**src/rtl/math_cabs_sched.sv**
```systemverilog
// Round-robin scheduler sharing one fixed-latency complex-magnitude pipeline among NUM_REQ requesters.
// Issue->operands 1 cycle, issue->rsp_valid LATENCY+2 cycles; the pipeline never stalls, so grants ignore the response side.
module math_cabs_sched #(
  parameter int NUM_REQ = 4,
  parameter int LATENCY = 14
) (
  input  logic                   clk,
  input  logic                   rst,
  input  logic [NUM_REQ-1:0]     req_en,
  input  logic [NUM_REQ-1:0]     req_valid,
  output logic [NUM_REQ-1:0]     req_ready,
  input  logic [32*NUM_REQ-1:0]  req_dina,
  input  logic [32*NUM_REQ-1:0]  req_dinb,
  output logic [31:0]            cabs_dina,
  output logic [31:0]            cabs_dinb,
  input  logic [33:0]            cabs_dout,
  output logic [NUM_REQ-1:0]     rsp_valid,
  output logic [33:0]            rsp_dout,
  output logic [4:0]             inflight,
  output logic                   busy
);

  localparam int PW = (NUM_REQ > 1) ? $clog2(NUM_REQ) : 1;

  logic [PW-1:0]             ptr;
  logic [NUM_REQ-1:0]        cand;
  logic [NUM_REQ-1:0]        grant;
  logic [PW-1:0]             gnt_id;
  logic [PW-1:0]             cidx;
  logic                      found;
  logic                      issue;
  logic                      rsp_any;
  logic [31:0]               sel_a;
  logic [31:0]               sel_b;
  logic [4:0]                inflight_nxt;
  logic [LATENCY:0]          tag_vld;
  logic [LATENCY:0][PW-1:0]  tag_id;

  function automatic logic [PW-1:0] rr_idx(input logic [PW-1:0] p, input int k);
    int s;
    s = (int'(p) + k) % NUM_REQ;
    return PW'(s);
  endfunction

  assign cand = req_valid & req_en;

  // Search begins one past the last winner so every enabled requester is reached within NUM_REQ grants.
  always_comb begin
    grant  = '0;
    gnt_id = '0;
    cidx   = '0;
    found  = 1'b0;
    for (int k = 1; k <= NUM_REQ; k++) begin
      cidx = rr_idx(ptr, k);
      if (!found && cand[cidx]) begin
        found       = 1'b1;
        gnt_id      = cidx;
        grant[cidx] = 1'b1;
      end
    end
  end

  assign req_ready = rst ? '0 : grant;
  assign issue     = |req_ready;
  assign sel_a     = req_dina[32*gnt_id +: 32];
  assign sel_b     = req_dinb[32*gnt_id +: 32];
  assign rsp_any   = |rsp_valid;

  always_comb begin
    inflight_nxt = inflight;
    if (issue && !rsp_any)
      inflight_nxt = inflight + 5'd1;
    else if (!issue && rsp_any)
      inflight_nxt = inflight - 5'd1;
  end

  always_ff @(posedge clk or posedge rst) begin
    if (rst) begin
      ptr       <= PW'(NUM_REQ - 1);
      cabs_dina <= '0;
      cabs_dinb <= '0;
      tag_vld   <= '0;
      tag_id    <= '0;
      rsp_valid <= '0;
      rsp_dout  <= '0;
      inflight  <= '0;
      busy      <= 1'b0;
    end else begin
      if (issue) begin
        ptr       <= gnt_id;
        cabs_dina <= sel_a;
        cabs_dinb <= sel_b;
      end
      // Stage 0 lines up with the operands; stage LATENCY lines up with cabs_dout.
      tag_vld <= {tag_vld[LATENCY-1:0], issue};
      tag_id  <= {tag_id[LATENCY-1:0], gnt_id};
      if (tag_vld[LATENCY]) begin
        rsp_valid <= NUM_REQ'(1) << tag_id[LATENCY];
        rsp_dout  <= cabs_dout;
      end else begin
        rsp_valid <= '0;
      end
      inflight <= inflight_nxt;
      busy     <= (inflight_nxt != 5'd0);
    end
  end

endmodule

```
**config.mk**
```make
export PLATFORM = sky130hd
export DESIGN_NAME = math_cabs_sched
export DESIGN_NICKNAME = d
export VERILOG_FILES = /design/src/rtl/math_cabs_sched.sv
export SDC_FILE = /design/constraint.sdc
export NUM_CORES = 1
export LEC_CHECK = 0
export BUFFER_PORTS_ARGS = -buffer_cell sky130_fd_sc_hd__buf_2
export CORE_AREA = 3 3 159 161
export DETAILED_ROUTE_END_ITERATION = 12
export DIE_AREA = 0 0 162 164
export PLACE_DENSITY = 0.65
export SYNTH_ARGS = -nofsm -noshare
export SYNTH_HDL_FRONTEND = slang
export SYNTH_SLANG_ARGS = --single-unit
```
**constraint.sdc**
```tcl
create_clock -name clk -period 4.7 [get_ports clk]
set_input_delay 0.47 -clock clk [delete_from_list [all_inputs] [get_ports clk]]
set_output_delay 0.47 -clock clk [all_outputs]
set_load 0.03 [all_outputs]
```
After elaboration in Yosys (flattened, before gate mapping)

Index checks and enable logic that the tools add are counted.

Equality and inequality tests: 0
Divide/modulo/power cells: 0
Reduce and logical (&&, ||, !) cells: 17
Mux-type cells: 31
Multiply operators: 0
Magnitude comparators: 8
Bitwise operators: 4
$add $sub $neg: 6
Shifts and indexed selects: 3

Operators by type and width:

| cell                                                                                | number |
|---|---|
| 128-bit by 8-bit indexed part select with 32-bit output                             | 2 |
| 4-bit two-way mux                                                                   | 6 |
| 2-bit by 3-bit < comparator with 1-bit output, second input constant                | 4 |
| 4-bit bitwise OR                                                                    | 3 |
| 1-bit two-way mux                                                                   | 11 |
| 5-bit two-way mux                                                                   | 2 |
| 1-bit logical AND                                                                   | 9 |
| 1-bit binary-select mux with 2-bit select                                           | 4 |
| 1-bit demux with 2-bit select                                                       | 4 |
| 2-bit by 1-bit greater-or-equal comparator with 1-bit output, second input constant | 4 |
| 2-bit two-way mux                                                                   | 4 |
| 4-bit OR reduction                                                                  | 2 |
| 5-bit by 1-bit adder with 5-bit output, second input constant                       | 1 |
| 1-bit logical NOT                                                                   | 5 |
| 5-bit nonzero test                                                                  | 1 |
| 5-bit by 1-bit subtractor with 5-bit output, second input constant                  | 1 |
| 2-bit by 1-bit adder with 2-bit output, second input constant                       | 2 |
| 2-bit adder, second input constant                                                  | 2 |
| 4-bit bitwise AND                                                                   | 1 |
| 1-bit by 2-bit left shift with 4-bit output, first input constant                   | 1 |

Latch bits: 0
Memories kept: 0
Memory bits (writable): 0
Input bits: 300
ROM bits: 0
Logic and storage cells: 92
Register bits after elaboration: 155

Logic depth before layout (Yosys ltp)

Gate-level depths: netlist of run 1.

Depth after elaboration: 20
Gate-level depth with buffers: 15
Mapped depth without buffers: 12

Worst setup path before layout of run 1

OpenSTA, ideal clock, no wires.

Path kind: input port to flip-flop
Start point: input port rst
End point: register busy
Stages on the path: 9
Arrival time: 6038 ps
Required time: 4561 ps
Path buffers: 0
Slack: -1476 ps
Cell sequence: inv_1 > and3_4 > a22oi_1 > nand3_1 > nor4_2 > or2_1 > o32a_1 > xnor2_1 > or4_1

Word-level cells in the longest chain between the ends: 7
Elaborated cells between the ends (all ways): 8
Classes of those cells: mux (3); reduce/logical (5)

RTL lines:

| item                      | RTL line | RTL |
|---|---|---|
| start, declared           | 8        | `input logic rst,` |
| 4-bit two-way mux *       | 63       | `assign req_ready = rst ? '0 : grant;` |
| named net req_ready[1]    | 11       | `output logic [NUM_REQ-1:0] req_ready,` |
| 4-bit OR reduction *      | 64       | `assign issue = \|req_ready;` |
| 1-bit logical NOT         | 73       | `else if (!issue && rsp_any)` |
| 1-bit logical AND         | 73       |  |
| 5-bit two-way mux         | 73       |  |
| 5-bit two-way mux *       | 71       | `if (issue && !rsp_any)` |
| named net inflight_nxt[3] | 35       | `logic [4:0] inflight_nxt;` |
| 5-bit nonzero test *      | 104      | `busy <= (inflight_nxt != 5'd0);` |
| end signal, assigned      | 104      |  |
| end, declared             | 20       | `output logic busy` |

Mark *: on every way through the listed nets, which the timed path passes. The rest lies on a longest branch.
A chain may end at the register's enable or synchronous reset.

Worst setup path after layout of run 1

Start point: register ptr[0]
End point: register cabs_dinb[7]

Word-level cells in the longest chain between the ends: 15
Elaborated cells between the ends (all ways): 55
Classes of those cells: add/sub (4); order compare (8); shift (1); mux (28); bitwise (3); reduce/logical (11)

RTL lines:

| item                                                                            | RTL line | RTL |
|---|---|---|
| start, declared                                                                 | 25       | `logic [PW-1:0] ptr;` |
| start signal, assigned                                                          | 79       | `ptr <= PW'(NUM_REQ - 1);` |
| start signal, assigned                                                          | 90       | `ptr <= gnt_id;` |
| branches (longest 15 deep; another with 2-bit by 1-bit adder with 2-bit output) | -        |  |
| end signal, assigned                                                            | 92       | `cabs_dinb <= sel_b;` |
| end, declared                                                                   | 15       | `output logic [31:0] cabs_dinb,` |

Several ways; the timed one is not identified. The select of a mux whose other input is x is not followed.

==> metrics.txt, run 1 <==
status=complete, no violations; crit path DAT=4.48 ns; critical path's slowest cell=dfstp_2; TritonCTS clock tree=yes; multiplexer share of the synthesized area=0.234; CP peak stage delay=0.69 ns; Synth Net Count=1044; clock share of power=0.165; capturing point of the worst reg2reg path=cabs_dinb[7]; Worst Path Class, Setup=reg2reg; min-delay src=cabs_dout[22]; Core ar.=24100 sq um; Synth Flop Type=dfrtp_1; ANT nets after route=0; simple-gate share of the synthesized area=0.0981; Worst Max-Slew Pin Slew=1.06 ns; first-pass GRT wire length=34800 microns; r2r setup slk=0.49 ns; maximum root-to-sink buffer count=2; DR DRC count=0; most common cell after layout, fill and taps aside=buf_2; GRT Total Usage=0.165; largest net degree at the start of global routing=102; FP Rows=57; Power Internal=4.17 mW; final net count=1434; Comb pwr share=0.539; HP Class=in2reg; Pins Over Slew Limit=0; worst skew pair latency=0.41 ns; Die Height=164 microns; Hold Violations, Final=0; #FFs+latches synth=155; Reg2Reg Depth=10; die area=26600 sq um; Routed WL=22900 microns; Worst Hold Endpoint=rsp_dout[22]; synthesis-to-finish area growth=38.6%; Reg2Reg Launch Point=ptr[0]; Setup Viol. Count Final=0; maximum vdd drop=0.354 mV; max_cap viols=0; synth warn=0; I/O pin cnt=412; DP Worst Slack=0.423 ns; Post-CTS Setup Inserts=0; Iter 0 DRT Violations=297; Root Driver=clkbuf_16; distinct cell type count of the synthesized netlist=45; chip width=162 microns; Routed wire per std cell=15.7 microns; TritonCTS Sinks=155; xor and xnor area share after synthesis=0.00453; gr ovfl total=0; H-tree levels=4; register area share after synthesis=0.502; Synth area leader=dfrtp_1; syn avg cell area=10.5 sq um; Worst setup EP type=register; crit-path max FO=69; Placer Congestion=0.827; number of synthesized flops with an enable pin=0; period utilization=0.896; CP Cell Sequence=inv_2 -> ha_1 -> mux4_2 -> and3_4 -> a22oi_1 -> nand3_2 -> nor4_4 -> buf_4 -> buf_4 -> o21ai_0; Sw Share=0.467; antenna violations before repair=1; Starting Density=0.321; n_diodes=0; Synth Instances=734; Leak=5.35 nW; power density over the cells=729 nW/um^2; hold_buf cts=0; Worst Setup Slack, final=0.489 ns; Slew HR=0.295; cell repeated most along the worst path=buf_4; Layout Utilization=0.444; Flop pwr share=0.296; Post-Synth Adder-Cell Area=0.0162; fmax=0.237 GHz; Critical Path RT=4.96 ns; switching pwr=3.64 mW; clock skew=0.0126 ns; fin crit period=4.21 ns; commonest cells after routing, fill and taps aside=buf_2, dfrtp_1, mux2_2; IO buf count=411; fraction of layout cells with a size suffix above 1=0.504; Fillers=2353; clk slew on worst S/H paths=0.07 ns; post_cts resized=0; Post-DP HPWL=17800 microns; WHS Path Cells=2; top post-synthesis cells by area=dfrtp_1, mux2_2, mux2i_1; Async SR Flop Fraction=1.00; largest family of logic cells by synthesized area=multiplexers; Synth Area in Compound Gates=0.116; RSZ-0062 raised after global routing=false; TritonCTS Buffers=17; via count=6805; drt pass-1 iters=4; vias in the first global route=6645; Via density=4.66; Yosys top cell area share=0.495; startpoint types=register; post-synthesis cell area=7730 sq um
==> cells in the mapped netlist (all sizes together) (2+ instances only) <==
cell type / number
dfrtp: 153
mux2: 99
nand2: 78
nor2: 74
o21ai: 71
a21oi: 69
mux2i: 65
clkbuf: 44
ha: 10
nand3: 9
inv: 7
a22oi: 6
buf: 6
and2: 5
xnor2: 4
a2111oi: 3
and3b: 3
a21boi: 2
and3: 2
dfstp: 2
mux4: 2
nor4: 2
o31ai: 2
o32a: 2
or4: 2
==> metal layers <==
metal | part of all wire | wire (microns) | vias up | GRT usage
met4 | 0.013 | 296 | 0 | 0.0423
met1 | 0.41 | 9390 | 3121 | 0.202
met2 | 0.50 | 11400 | 286 | 0.289
met3 | 0.077 | 1770 | 22 | 0.0454
li1 | - | - | 3376 | -
met5 | 0 | 0 | - | 0
==> how the worst max path moves through the flow <==
stage                      start             to  slack, ns
final                     ptr[0]   cabs_dinb[7]       0.49
after global routing      ptr[0]  cabs_dina[22]       0.10
after CTS                 ptr[0]   cabs_dinb[7]       0.44
after detailed placement  ptr[0]   cabs_dinb[7]       0.42
after global placement    ptr[0]  cabs_dina[13]       0.63
after floorplan              rst           busy      -0.53
==> power by group through the flow <==
stage,Combinational [mW],Sequential [mW],Clock (mW)
3_3_place_gp,4.20,2.31,0
5_1_grt,4.64,2.39,1.40
2_1_floorplan,2.27,3.15,0
6_report,4.21,2.31,1.29
4_1_cts,4.28,2.32,1.35
3_5_place_dp,4.28,2.33,0
==> cell type report <==
class / instances / area (sq um) / share of cell area
flip-flops and latches: 155 / 3880 / 0.362
well taps: 324 / 405 / 0.0378
inverters: 7 / 30.0 / 0.00280
clock buffers: 19 / 453 / 0.0423
clock inverters: 13 / 106 / 0.00993
repair buffers: 421 / 2160 / 0.201
multi-input cells: 522 / 3680 / 0.344
==> critical path: cells and delay by family (launching register included) <==
kind / cells / cell delay, ns
AOI/OAI and AO/OA: 2 / 0.40
adders and majority gates: 1 / 0.51
buffers and inverters: 3 / 1.29
DFF: 1 / 0.69
muxes: 1 / 0.37
and+or+nand+nor: 3 / 0.73
==> registers in the layout (all words and copies together), names as in the netlist <==
name,cells
rsp_dout,34
inflight,5
tag_id,30
tag_vld,15
cabs_dina,32
rsp_valid,4
cabs_dinb,32
busy,1
ptr,2
==> logic make-up (layout without fill, tap and decap cells) <==
kind of cell | Yosys count | after routing
adder cells (fa/ha/maj) | 10 | 10
XOR/XNOR | 4 | 4
buffers and inverters | 57 | 460
AND/OR/NAND/NOR | 179 | 179
flip-flops | 155 | 155
AO/OA/AOI/OAI | 163 | 163
multiplexers | 166 | 166
==> through the flow <==
step	hold WS, ns	instance area, sq um	power [mW]	std cells	setup TNS [ns]
after floorplan	0.331	7780	5.42	734	-0.981
after global placement	0.331	10200	6.52	1429	0
after detailed placement	0.335	10200	6.61	1429	0
after CTS	0.262	10700	7.94	1461	0
after global routing	0.260	10700	8.43	1461	0
final	0.288	10700	7.81	1461	0
No activity file was read; power rests on OpenSTA's default activity.
==> run 2, diff against run 1 <==
ABC_AREA = 1   (was default)
GPL_TIMING_DRIVEN = 0   (was default)
==> run 2 against run 1 <==
Sequential share of layout area is 0.64 points lower. Routed wire length rose by 37%. Maximum frequency increased by 18%. First-iteration DRC count rose by 110%. Setup slack gained 0.65 ns. Hold slack worse by 0.059 ns. Critical path depth up 4. Flip-flop and latch count unchanged. Non-clock buffer count is 59 higher. Die area unchanged. Clock-buffer cell count fell by 2. Area after synthesis increased by 0.19%. Critical path type unchanged. Critical endpoint is now cabs_dina[20]. Largest cell class unchanged. Highest routed layer is now met5.
==> metrics.txt, run 2 <==
status=complete, no violations; worst skew pair latency=0.42 ns; synthesis-to-finish area growth=40.8%; IO buf count=411; Root Driver=clkbuf_16; TritonCTS Sinks=155; Routed wire per std cell=17.8 microns; largest net degree at the start of global routing=41; TritonCTS clock tree=yes; H-tree levels=4; Pins Over Slew Limit=0; die area=26600 sq um; crit-path max FO=10; Async SR Flop Fraction=1.00; fin crit period=3.56 ns; RSZ-0062 raised after global routing=false; syn avg cell area=7.77 sq um; DR DRC count=0; top post-synthesis cells by area=dfrtp_1, nand2_1, nor2_1; crit path DAT=3.92 ns; Synth Instances=997; Hold WS=0.230 ns; register area share after synthesis=0.501; ANT nets after route=0; Via density=4.89; Largest register FFs=34; Yosys top cell area share=0.494; FP Rows=57; Layout Utilization=0.452; clock skew=0.0129 ns; startpoint types=register; max_cap viols=0; fmax=0.281 GHz; Reg2Reg Launch Point=ptr[1]; period utilization=0.757; final net count=1741; Critical Path RT=5.06 ns; placed cell area=10300 sq um; Synth Flop Type=dfrtp_1; capturing point of the worst reg2reg path=cabs_dina[20]; Setup Viol. Count Final=0; Worst setup EP type=register; hold_buf cts=0; #FFs+latches synth=155; Post-synth top cells=nand2_1, dfrtp_1, nor2_1, o21ai_0, o22ai_1; TritonCTS Buffers=17; top flop regs=rsp_dout (34), cabs_dina (32), cabs_dinb (32); distinct cell type count of the synthesized netlist=30; GRT Total Usage=0.229; Synth area leader=dfrtp_1; Worst Max-Slew Pin Slew=0.978 ns; commonest cells after routing, fill and taps aside=buf_2, nand2_1, dfrtp_1; Core ar.=24100 sq um; post-synthesis cell area=7740 sq um; Starting Density=0.321; Reg2Reg Depth=14; fin cells=1769; Post-DP HPWL=24600 microns; first-pass GRT wire length=46800 microns; Die Height=164 microns; post_cts resized=0; Placer Congestion=0.949; vias in the first global route=8590; r2r setup slk=1.14 ns; HP Class=in2async; crit path from=ptr[1]; maximum root-to-sink buffer count=2; Routed WL=31500 microns; design area=10900 sq um; Iter 0 DRT Violations=633; synth warn=0; gr ovfl total=0; number of synthesized flops with an enable pin=0; Most flops, register=rsp_dout; chip width=162 microns; Hold Violations, Final=0; via count=8646; clk slew on worst S/H paths=0.07 ns; Synth Net Count=1307; I/O pin cnt=412; fraction of layout cells with a size suffix above 1=0.356; antenna violations before repair=3; drt pass-1 iters=5; most common cell in the netlist=nand2_1; most common cell after layout, fill and taps aside=buf_2; Post-CTS Setup Inserts=0; Worst Path Class, Setup=reg2reg; Inst Count DP=1736; Slew HR=0.348
[run 2: cell types whose count changed after synthesis, moves of 28 or more]
cell     before  now
o21ai_1       0   41
mux2_2       99    0
nor2_1       74  133
nand3_1       9   37
nand2_1      77  343
a21oi_1      69    0
mux2i_1      65    0
o22ai_1       1   63
[run 2: cells by family (layout without fill, tap and decap cells)]
family	count (synthesis)	count (layout)	share of synthesized area
other	0	1	0
and+or+nand+nor	535	535	0.279
xor gates and xnor gates	5	5	0.00566
adders and majority gates	10	10	0.0162
DFF	155	155	0.501
buffers and inverters	91	538	0.0561
AOI/OAI and AO/OA	201	201	0.142
[run 2: metal layers]
metal  share of wire  up-vias  track usage
met5         0.00086        -            0
met4           0.029        4       0.0803
met3           0.072       48       0.0550
met2            0.50      395        0.398
met1            0.40     4078        0.278
li1                -     4121            -
[run 2: worst max-delay path by stage]
stage                    endpoint  slack, ns  cells past startpoint
global placement    cabs_dina[27]      -0.95                      8
CTS                 cabs_dina[23]       1.20                     13
floorplan                    busy       0.73                     11
global route        cabs_dina[25]       0.96                     14
finish              cabs_dina[20]       1.14                     14
detailed placement  cabs_dina[23]       1.21                     14
[run 2: per-stage QoR]
step                      worst slack (ns)  TNS (ns)
after floorplan                      0.728         0
after global placement              -0.952    -51.48
after detailed placement              1.21         0
after CTS                             1.20         0
after global routing                 0.964         0
final                                 1.14         0
[run 2: final cells by class]
cell class / instances / area (sq um)
clock buffer: 17 / 425
timing repair buffer: 415 / 2140
fill: 2495 / 13200
buffer: 65 / 337
sequential: 155 / 3880
antenna: 1 / 2.50
tap: 324 / 405
clock inverter: 15 / 188
inverter: 26 / 101
multi-input combinational: 751 / 3430
[run 2: critical path, stage by stage, from the launching register on]
cell,delay [ns]
dfstp_2,0.62
inv_1,0.16
ha_1,0.37
inv_1,0.16
nand3_1,0.09
nand2_1,0.21
nand2_1,0.13
o211ai_2,0.14
o21ai_1,0.09
o21ai_2,0.15
clkbuf_1,0.70
o21ai_0,0.24
o22ai_1,0.27
nand2_1,0.08
nand2_1,0.09
Power of run 2 is not shown: default switching activity piles up to over one toggle a cycle in this logic, so the estimate is an artifact.
